--- src/rtl/rv_isa_pkg.sv ---
// RV32I encoding constants shared by the instruction encoder and decoder.
package rv_isa_pkg;

  typedef enum logic [2:0] {
    FMT_R = 3'd0,
    FMT_I = 3'd1,
    FMT_S = 3'd2,
    FMT_B = 3'd3,
    FMT_U = 3'd4,
    FMT_J = 3'd5
  } imm_fmt_e;

  localparam logic [6:0] OP_LUI    = 7'h37;
  localparam logic [6:0] OP_AUIPC  = 7'h17;
  localparam logic [6:0] OP_JAL    = 7'h6F;
  localparam logic [6:0] OP_JALR   = 7'h67;
  localparam logic [6:0] OP_BRANCH = 7'h63;
  localparam logic [6:0] OP_LOAD   = 7'h03;
  localparam logic [6:0] OP_STORE  = 7'h23;
  localparam logic [6:0] OP_IMM    = 7'h13;
  localparam logic [6:0] OP_REG    = 7'h33;

  localparam logic [31:0] RV_NOP = 32'h0000_0013;

  // Field bundle as captured by the first pipeline stage.
  typedef struct packed {
    logic [2:0]  fmt;
    logic [6:0]  opcode;
    logic [2:0]  funct3;
    logic [6:0]  funct7;
    logic [4:0]  rs1;
    logic [4:0]  rs2;
    logic [4:0]  rd;
    logic [31:0] imm;
  } enc_fields_t;

endpackage

--- src/rtl/imm_range_check.sv ---
// Combinational legality check of an immediate against its format and opcode.
module imm_range_check
  import rv_isa_pkg::*;
(
  input  logic [2:0]  fmt,
  input  logic [6:0]  opcode,
  input  logic [31:0] imm,
  output logic        legal
);

  always_comb begin
    legal = 1'b0;
    case (fmt)
      FMT_R:        legal = 1'b1;
      FMT_I, FMT_S: legal = (imm[31:11] == {21{imm[11]}});
      FMT_B:        legal = (imm[31:12] == {20{imm[12]}}) && !imm[0];
      FMT_U:        legal = (imm[11:0] == 12'd0);
      FMT_J:        legal = (imm[31:20] == {12{imm[20]}}) && !imm[0];
      default:      legal = 1'b0;
    endcase
    // RV32I base encodings always end in 2'b11; anything else is compressed/invalid.
    if (opcode[1:0] != 2'b11) legal = 1'b0;
  end

endmodule

--- src/rtl/ins_encoder.sv ---
// Two-stage RV32I instruction encoder: S1 captures fields + legality, S2 holds
// the packed word; valid/ready handshake on both sides with counters.
module ins_encoder
  import rv_isa_pkg::*;
#(
  parameter int          CNT_WIDTH = 16,
  parameter logic [31:0] NOP_WORD  = RV_NOP
) (
  input  logic                 CLK,
  input  logic                 RST,
  input  logic                 IN_VALID,
  output logic                 IN_READY,
  input  logic [2:0]           IMM_FORMAT,
  input  logic [6:0]           OPCODE,
  input  logic [2:0]           FUNCT3,
  input  logic [6:0]           FUNCT7,
  input  logic [4:0]           RS1_ADDRESS,
  input  logic [4:0]           RS2_ADDRESS,
  input  logic [4:0]           RD_ADDRESS,
  input  logic [31:0]          IMMEDIATE,
  output logic                 OUT_VALID,
  input  logic                 OUT_READY,
  output logic [31:0]          INSTRUCTION,
  output logic                 ENC_ERR,
  output logic [CNT_WIDTH-1:0] ENC_COUNT,
  output logic [CNT_WIDTH-1:0] ERR_COUNT
);

  enc_fields_t          in_f, s1_f;
  logic                 in_legal;
  logic                 s1_valid, s1_err;
  logic                 s2_valid, s2_err;
  logic [31:0]          s2_word, packed_word;
  logic                 s1_adv, s2_adv, out_fire;
  logic [CNT_WIDTH-1:0] enc_cnt, err_cnt;

  assign in_f = '{fmt: IMM_FORMAT, opcode: OPCODE, funct3: FUNCT3, funct7: FUNCT7,
                  rs1: RS1_ADDRESS, rs2: RS2_ADDRESS, rd: RD_ADDRESS, imm: IMMEDIATE};

  imm_range_check u_chk (
    .fmt    (IMM_FORMAT),
    .opcode (OPCODE),
    .imm    (IMMEDIATE),
    .legal  (in_legal)
  );

  // No skid buffer: input readiness ripples back combinationally from OUT_READY.
  assign s2_adv   = !s2_valid || OUT_READY;
  assign s1_adv   = !s1_valid || s2_adv;
  assign IN_READY = s1_adv;
  assign out_fire = s2_valid && OUT_READY;

  always_comb begin
    packed_word = NOP_WORD;
    case (s1_f.fmt)
      FMT_R: packed_word = {s1_f.funct7, s1_f.rs2, s1_f.rs1, s1_f.funct3, s1_f.rd, s1_f.opcode};
      FMT_I: packed_word = {s1_f.imm[11:0], s1_f.rs1, s1_f.funct3, s1_f.rd, s1_f.opcode};
      FMT_S: packed_word = {s1_f.imm[11:5], s1_f.rs2, s1_f.rs1, s1_f.funct3,
                            s1_f.imm[4:0], s1_f.opcode};
      FMT_B: packed_word = {s1_f.imm[12], s1_f.imm[10:5], s1_f.rs2, s1_f.rs1, s1_f.funct3,
                            s1_f.imm[4:1], s1_f.imm[11], s1_f.opcode};
      FMT_U: packed_word = {s1_f.imm[31:12], s1_f.rd, s1_f.opcode};
      FMT_J: packed_word = {s1_f.imm[20], s1_f.imm[10:1], s1_f.imm[11], s1_f.imm[19:12],
                            s1_f.rd, s1_f.opcode};
      default: packed_word = NOP_WORD;
    endcase
    if (s1_err) packed_word = NOP_WORD;
  end

  always_ff @(posedge CLK) begin
    if (RST) begin
      s1_valid <= 1'b0;
      s1_err   <= 1'b0;
      s1_f     <= '0;
    end else if (s1_adv) begin
      s1_valid <= IN_VALID;
      if (IN_VALID) begin
        s1_f   <= in_f;
        s1_err <= !in_legal;
      end
    end
  end

  always_ff @(posedge CLK) begin
    if (RST) begin
      s2_valid <= 1'b0;
      s2_word  <= '0;
      s2_err   <= 1'b0;
    end else if (s2_adv) begin
      s2_valid <= s1_valid;
      if (s1_valid) begin
        s2_word <= packed_word;
        s2_err  <= s1_err;
      end
    end
  end

  // Transfer count wraps; error count sticks at all-ones.
  always_ff @(posedge CLK) begin
    if (RST) begin
      enc_cnt <= '0;
      err_cnt <= '0;
    end else if (out_fire) begin
      enc_cnt <= enc_cnt + CNT_WIDTH'(1);
      if (s2_err && (err_cnt != '1)) err_cnt <= err_cnt + CNT_WIDTH'(1);
    end
  end

  assign OUT_VALID   = s2_valid;
  assign INSTRUCTION = s2_word;
  assign ENC_ERR     = s2_err;
  assign ENC_COUNT   = enc_cnt;
  assign ERR_COUNT   = err_cnt;

endmodule

--- config.mk ---
export PLATFORM = sky130hd
export DESIGN_NAME = ins_encoder
export DESIGN_NICKNAME = d
export VERILOG_FILES = /design/src/rtl/rv_isa_pkg.sv /design/src/rtl/imm_range_check.sv /design/src/rtl/ins_encoder.sv
export SDC_FILE = /design/constraint.sdc
export NUM_CORES = 1
export LEC_CHECK = 0
export BUFFER_PORTS_ARGS = -buffer_cell sky130_fd_sc_hd__clkbuf_2
export CAP_MARGIN = 20
export CORE_UTILIZATION = 50
export CTS_BUF_LIST = sky130_fd_sc_hd__clkbuf_8
export CTS_CLUSTER_SIZE = 30
export DETAILED_ROUTE_END_ITERATION = 16
export PLACE_DENSITY = 0.78
export REMOVE_ABC_BUFFERS = 1
export SYNTH_ARGS = -nofsm -noshare
export SYNTH_HDL_FRONTEND = slang
export SYNTH_HIERARCHICAL = 1
export SYNTH_SLANG_ARGS = --single-unit
--- constraint.sdc ---
create_clock -name CLK -period 1.4 [get_ports CLK]
set_input_delay 0.21 -clock CLK [delete_from_list [all_inputs] [get_ports CLK]]
set_output_delay 0.21 -clock CLK [all_outputs]
set_load 0.05 [all_outputs]
After elaboration in Yosys (flattened, before gate mapping)
Index checks and enable logic that the tools add are counted.
{ "classes": {"addsub": 2, "eq_ne": 15, "n_mux": 4, "n_reduce_logical": 17} }
{ "ops": {"columns": ["cell", "count"], "rows": [
  ["32-bit one-hot mux with 6 select lines", 1],
  ["16-bit by 1-bit adder with 16-bit output (second input constant)", 2],
  ["32-bit two-way mux", 1],
  ["20-bit equality test", 1],
  ["19-bit equality test", 1],
  ["16-bit != test (second input constant)", 1],
  ["3-bit by 2-bit equality test with 1-bit output (second input constant)", 4],
  ["3-bit equality test (second input constant)", 4],
  ["12-bit logical NOT", 1],
  ["11-bit equality test", 1],
  ["3-bit by 1-bit equality test with 1-bit output (second input constant)", 2],
  ["3-bit logical NOT", 2],
  ["2-bit AND reduction", 3],
  ["1-bit one-hot mux with 5 select lines", 1],
  ["1-bit logical AND", 4],
  ["1-bit logical NOT", 4],
  ["1-bit logical OR", 2],
  ["2-bit != test (second input constant)", 1],
  ["2-bit OR reduction", 1],
  ["1-bit two-way mux", 1]
]} }
{ "totals": {"ff_bits": 135, "input_bits": 71, "out_inout_bits": 67, "word_cells": 53} }

Longest topological paths before layout
{ "logic_depth": {"depth_word": 5, "ltp_mapped": 8, "depth_no_buf": 6} }

Cells and area by module
The synthesis kept the hierarchy.
{ "by_module_without_submodules": {"columns": ["module", "instances", "cells_per_inst", "area_each_um2", "seq_area_each_um2"], "rows": [
  ["ins_encoder", 1, 688, 5567.8, 2702.6],
  ["imm_range_check", 1, 46, 281.5, 0.0]
]} }

Worst setup path after synthesis
No wires, ideal clock.
{ "synth_path": {"path_kind": "reg-to-reg", "from": "register s2_valid (netlist: OUT_VALID)", "to": "register s1_f[16] (netlist bit)", "setup_ns": 0.132, "arrival_ns": 2.106, "t_required_ns": 1.268, "path_slack_ns": -0.838, "stages_incl_launch_ff": 9, "path_buffers": 3, "period_less_slack_ns": 2.238, "cell_sequence": "dfxtp_1 nor2b_2 nand2_1 and2_1 buf_2 buf_2 buf_2 nand2_1 a21oi_1"} }
{ "synth_between": {"elab_chain_len": 4} }
{ "synth_lines": {"columns": ["element", "line", "rtl"], "rows": [
  ["start: declaration", "ins_encoder.sv:32", "logic s2_valid, s2_err;"],
  ["start signal: assignment", "ins_encoder.sv:90", "s2_valid <= s1_valid;"],
  ["1-bit logical NOT", "ins_encoder.sv:48", "assign s2_adv = !s2_valid || OUT_READY;"],
  ["1-bit logical OR", "ins_encoder.sv:48", null],
  ["1-bit logical OR", "ins_encoder.sv:49", "assign s1_adv = !s1_valid || s2_adv;"],
  ["net IN_READY", "ins_encoder.sv:12", "output logic IN_READY,"],
  ["2-bit AND reduction (no line)", null, null],
  ["end signal: assignment", "ins_encoder.sv:78", "s1_f <= in_f;"],
  ["end: declaration", "ins_encoder.sv:29", "enc_fields_t in_f, s1_f;"]
]} }
The timed path passes the listed nets, and every way through them passes these cells.
A chain may end at the register's enable or synchronous reset.

Worst setup path in the final report
{ "layout_path": {"from": "register s2_valid (netlist: OUT_VALID)", "to": "register enc_cnt[9] (netlist: ENC_COUNT[9])"} }
{ "layout_between": {"elab_chain_len": 1} }
{ "layout_lines": {"columns": ["element", "line", "rtl"], "rows": [
  ["1-bit logical AND", "ins_encoder.sv:51", "assign out_fire = s2_valid && OUT_READY;"],
  ["end signal: assignment", "ins_encoder.sv:104", "enc_cnt <= enc_cnt + CNT_WIDTH'(1);"],
  ["end: declaration", "ins_encoder.sv:35", "logic [CNT_WIDTH-1:0] enc_cnt, err_cnt;"]
]} }
Every way passes these cells.

==> impl_metrics.yaml <==
global_route:
  antenna_found_initial: 0
  grt_pass1_wl_um: 27200
  use_met2_pct: 48.7
  use_met1_pct: 36.3
  grt_busiest_layer: "met2"
  grt_overflow: 0
  grt_usage_pct: 29.1
  use_met3_pct: 7.17
  grt_max_degree: 53
  grt_pass1_vias: 5803
power_and_ir_drop:
  power.leakage_nw: 3.77
  intPower_w: 0.00687
  seqPwrFrac_pct: 44.4
  power_w: 0.00918
  ir_drop_mv: 0.839
  power_switching_w: 0.00230
  switching_share_pct: 25.1
  power_density_nw_per_um2: 1020
  pwr-share-comb_pct: 13.6
  power_frac_clock_pct: 42.1
yosys:
  yosys.area.top_type: "dfxtp_1"
  synth_seq_cells: 135
  yosysTopAreaCellShare_pct: 46.2
  synth_area_leaders: "dfxtp_1 (46%), nand2_1 (11%), a21oi_1 (6.8%)"
  synth_edf_count: 0
  yosysWarnings: 6
  async_reset_ff_share_pct: 0
  synth_area_um2: 5850
  ys.flop_type: "dfxtp_1"
  avgSynthCellArea_um2: 7.97
  synth_cell_types: 52
  ys_seq_area_share_pct: 46.2
  synthCells: 734
worst_setup_path:
  critPathMaxStageDelay_ns: 0.42
  worstPathArrival_ns: 1.87
  required_ns: 1.76
  slowest_stage: "or3_2"
  crit_fanout: 7
  worstSetupPathType: "reg2reg"
  path_cells: "buf_4, and2_2, nand3_4, or3_2, a21oi_1"
  worstSetupStartpointType: "flip-flop"
  end_kind: "flip-flop"
run:
  maxCapViolations: 0
sta:
  setup_violations: 50
  slew_headroom_pct: 68.7
  hold_viol: 0
  slew_viol_final: 0
  fmax_mhz: 663
  post-route-period-util_pct: 108
  rsz0062_at_grt: "true"
  fin_ws_ns: -0.108
  tightest_slew_ns: 0.467
  min_period_ns: 1.51
  finalClockSkew_ns: 0.0169
status:
  violations: "negative setup slack"
  status: "complete, but fails checks"
die:
  start_util_pct: 51.2
  fp.dieH_um: 110
  die_x_um: 110
  dieArea_um2: 12100
  rows: 39
  core_area_um2: 11400
  ios: 138
layout:
  nFillCells: 755
  num_antenna_cells: 0
  finish.utilization_pct: 78.7
  finalNetCount: 1074
  seq_area_um2: 2720
  area_growth_pct: 53.7
  stdcell_area_um2: 8990
  multi_input_area_um2: 3180
  drive_above_1_share_pct: 38.4
route:
  dr.pass1.iters: 6
  drc: 0
  drt_iter0_markers: 566
  ant_nets: 0
  wirelength_um: 18900
  post_drt_wl_per_cell_um: 16.3
  viasPerCell: 5.55
  vias: 6419
clocking:
  htree_levels: 4
  clk_path_buf_depth: 2
  cts_tree: "yes"
  clk_latency_ns: 0.45
  clk_pin_slew_ns: 0.07
  cts_root_buffer: "clkbuf_8"
  numClockSinks: 135
  numCtsBuffers: 17
placement:
  port_buffers: 137
  globalplace.congestion: 0.945
  place_area_um2: 7310
  post-dp-hpwl_um: 10800
min_path:
  holdCritPathClass: "in2reg"
Yosys cell counts, types with 2 or more instances:
| library cell | number |
|---|---|
| nand2_1 | 170 |
| dfxtp_1 | 135 |
| a21oi_1 | 80 |
| nor2_1 | 72 |
| a22oi_1 | 43 |
| inv_1 | 27 |
| clkbuf_1 | 26 |
| o21ai_0 | 20 |
| buf_2 | 14 |
| nand4_1 | 13 |
| xor2_1 | 13 |
| xnor2_1 | 12 |
| nor3_1 | 9 |
| nand3_1 | 8 |
| o22ai_1 | 7 |
| and2_1 | 6 |
| a211oi_1 | 5 |
| mux2i_1 | 5 |
| nor4_1 | 5 |
| mux2_2 | 4 |
| nor2b_1 | 4 |
| or3_1 | 4 |
| a221oi_1 | 3 |
| and3_1 | 3 |
| and4_1 | 3 |
| buf_1 | 3 |
| nand2b_1 | 3 |
| o211ai_1 | 3 |
| or4_1 | 3 |
| and3_2 | 2 |
| buf_4 | 2 |
| ha_1 | 2 |
| nand3_2 | 2 |
| nand4_2 | 2 |
| nor2_2 | 2 |
| nor4_2 | 2 |
| o2111ai_1 | 2 |
registers in the layout (all words and copies together), names as in the netlist:
signal / flops
ENC_COUNT: 16
s1_err: 1
ERR_COUNT: 16
ENC_ERR: 1
s1_valid: 1
s1_f: 67
INSTRUCTION: 32
OUT_VALID: 1
per-stage QoR:
step	TNS [ns]	instances	worst slack, ns	hold slack [ns]
5_1_grt	-8.71	1157	-0.167	0.0132
6_report	-1.59	1157	-0.108	0.0218
3_3_place_gp	-0.636	1066	-0.299	0.436
2_1_floorplan	-133.45	687	-1.37	0.279
3_5_place_dp	-2.61	1066	-0.321	0.440
4_1_cts	-3.00	1143	-0.112	0.000623
critical path, delay by kind of cell (launching register included):
family                 cells  cell delay [ns]
AOI/OAI and AO/OA          1             0.20
DFF                        1             0.33
buffers and inverters      1             0.11
and+or+nand+nor            3             0.78
path summary, 6_finish.rpt:
kind,end,slack (ns),from,cells after the start
min,s1_f[32]$_SDFFE_PP0P_,0.02,RD_ADDRESS[0],3
max,ENC_COUNT[9]$_SDFFE_PP0P_,-0.11,OUT_VALID$_SDFFE_PP0P_,5
min reg2reg,s1_f[62]$_SDFFE_PP0P_,0.45,s1_f[62]$_SDFFE_PP0P_,2
max reg2reg,ENC_COUNT[9]$_SDFFE_PP0P_,-0.11,OUT_VALID$_SDFFE_PP0P_,5
power groups by stage:
stage | sequential [W] | combinational [W] | clock (W)
CTS | 0.00407 | 0.00110 | 0.00389
detailed placement | 0.00415 | 0.000949 | 0
global placement | 0.00415 | 0.000933 | 0
global route | 0.00409 | 0.00133 | 0.00409
floorplan | 0.00425 | 0.000340 | 0
finish | 0.00407 | 0.00124 | 0.00386
layout make-up:
type / count / share of cell area (%)
inverters: 27 / 1.13
multi-input cells: 526 / 35.4
well taps: 143 / 1.99
repair buffers: 294 / 25.9
flip-flops and latches: 135 / 30.3
clock buffers: 18 / 2.76
clock inverters: 14 / 2.56
layer usage:
layer,vias up,wire [um]
li1,3055,-
met1,3032,7750
met2,294,9290
met3,38,1420
met4,0,399
met5,-,0
timing repair:
action	in CTS	in global routing
gates resized for setup	54	115
endpoints found under the setup margin	124	146
gates cloned	3	8
hold buffers	38	0
buffers inserted	4	6
hold endpoints to repair	38	0
pin swaps	15	50
cell usage in the layout (no fill, tap or decap), types with 6 or more instances in the layout:
master	instances
nand2_1	162
dfxtp_1	121
buf_4	105
clkbuf_2	103
nor2_1	70
a21oi_1	54
a22oi_1	38
dlygate4sd3_1	38
inv_1	29
a21oi_2	25
o21ai_0	20
clkbuf_8	19
clkbuf_4	16
buf_6	15
dfxtp_2	14
nand4_1	13
xor2_1	13
xnor2_1	11
nand2_2	7
clkbuf_16	7
o22ai_1	6
nand3_1	6
bufinv_16	6
logic make-up (layout without fill, tap and decap cells):
kind of cell    after synthesis  in the layout  share of synthesized area [%]
mux                           9              9                           1.63
xor+xnor                     25             25                           3.74
simple gates                320            321                           24.8
buf+inv                      74            353                           5.48
fa+ha+maj                     2              2                          0.428
flops                       135            135                           46.2
compound gates              169            169                           17.7
Note: power is estimated with default switching activity, not from simulation.
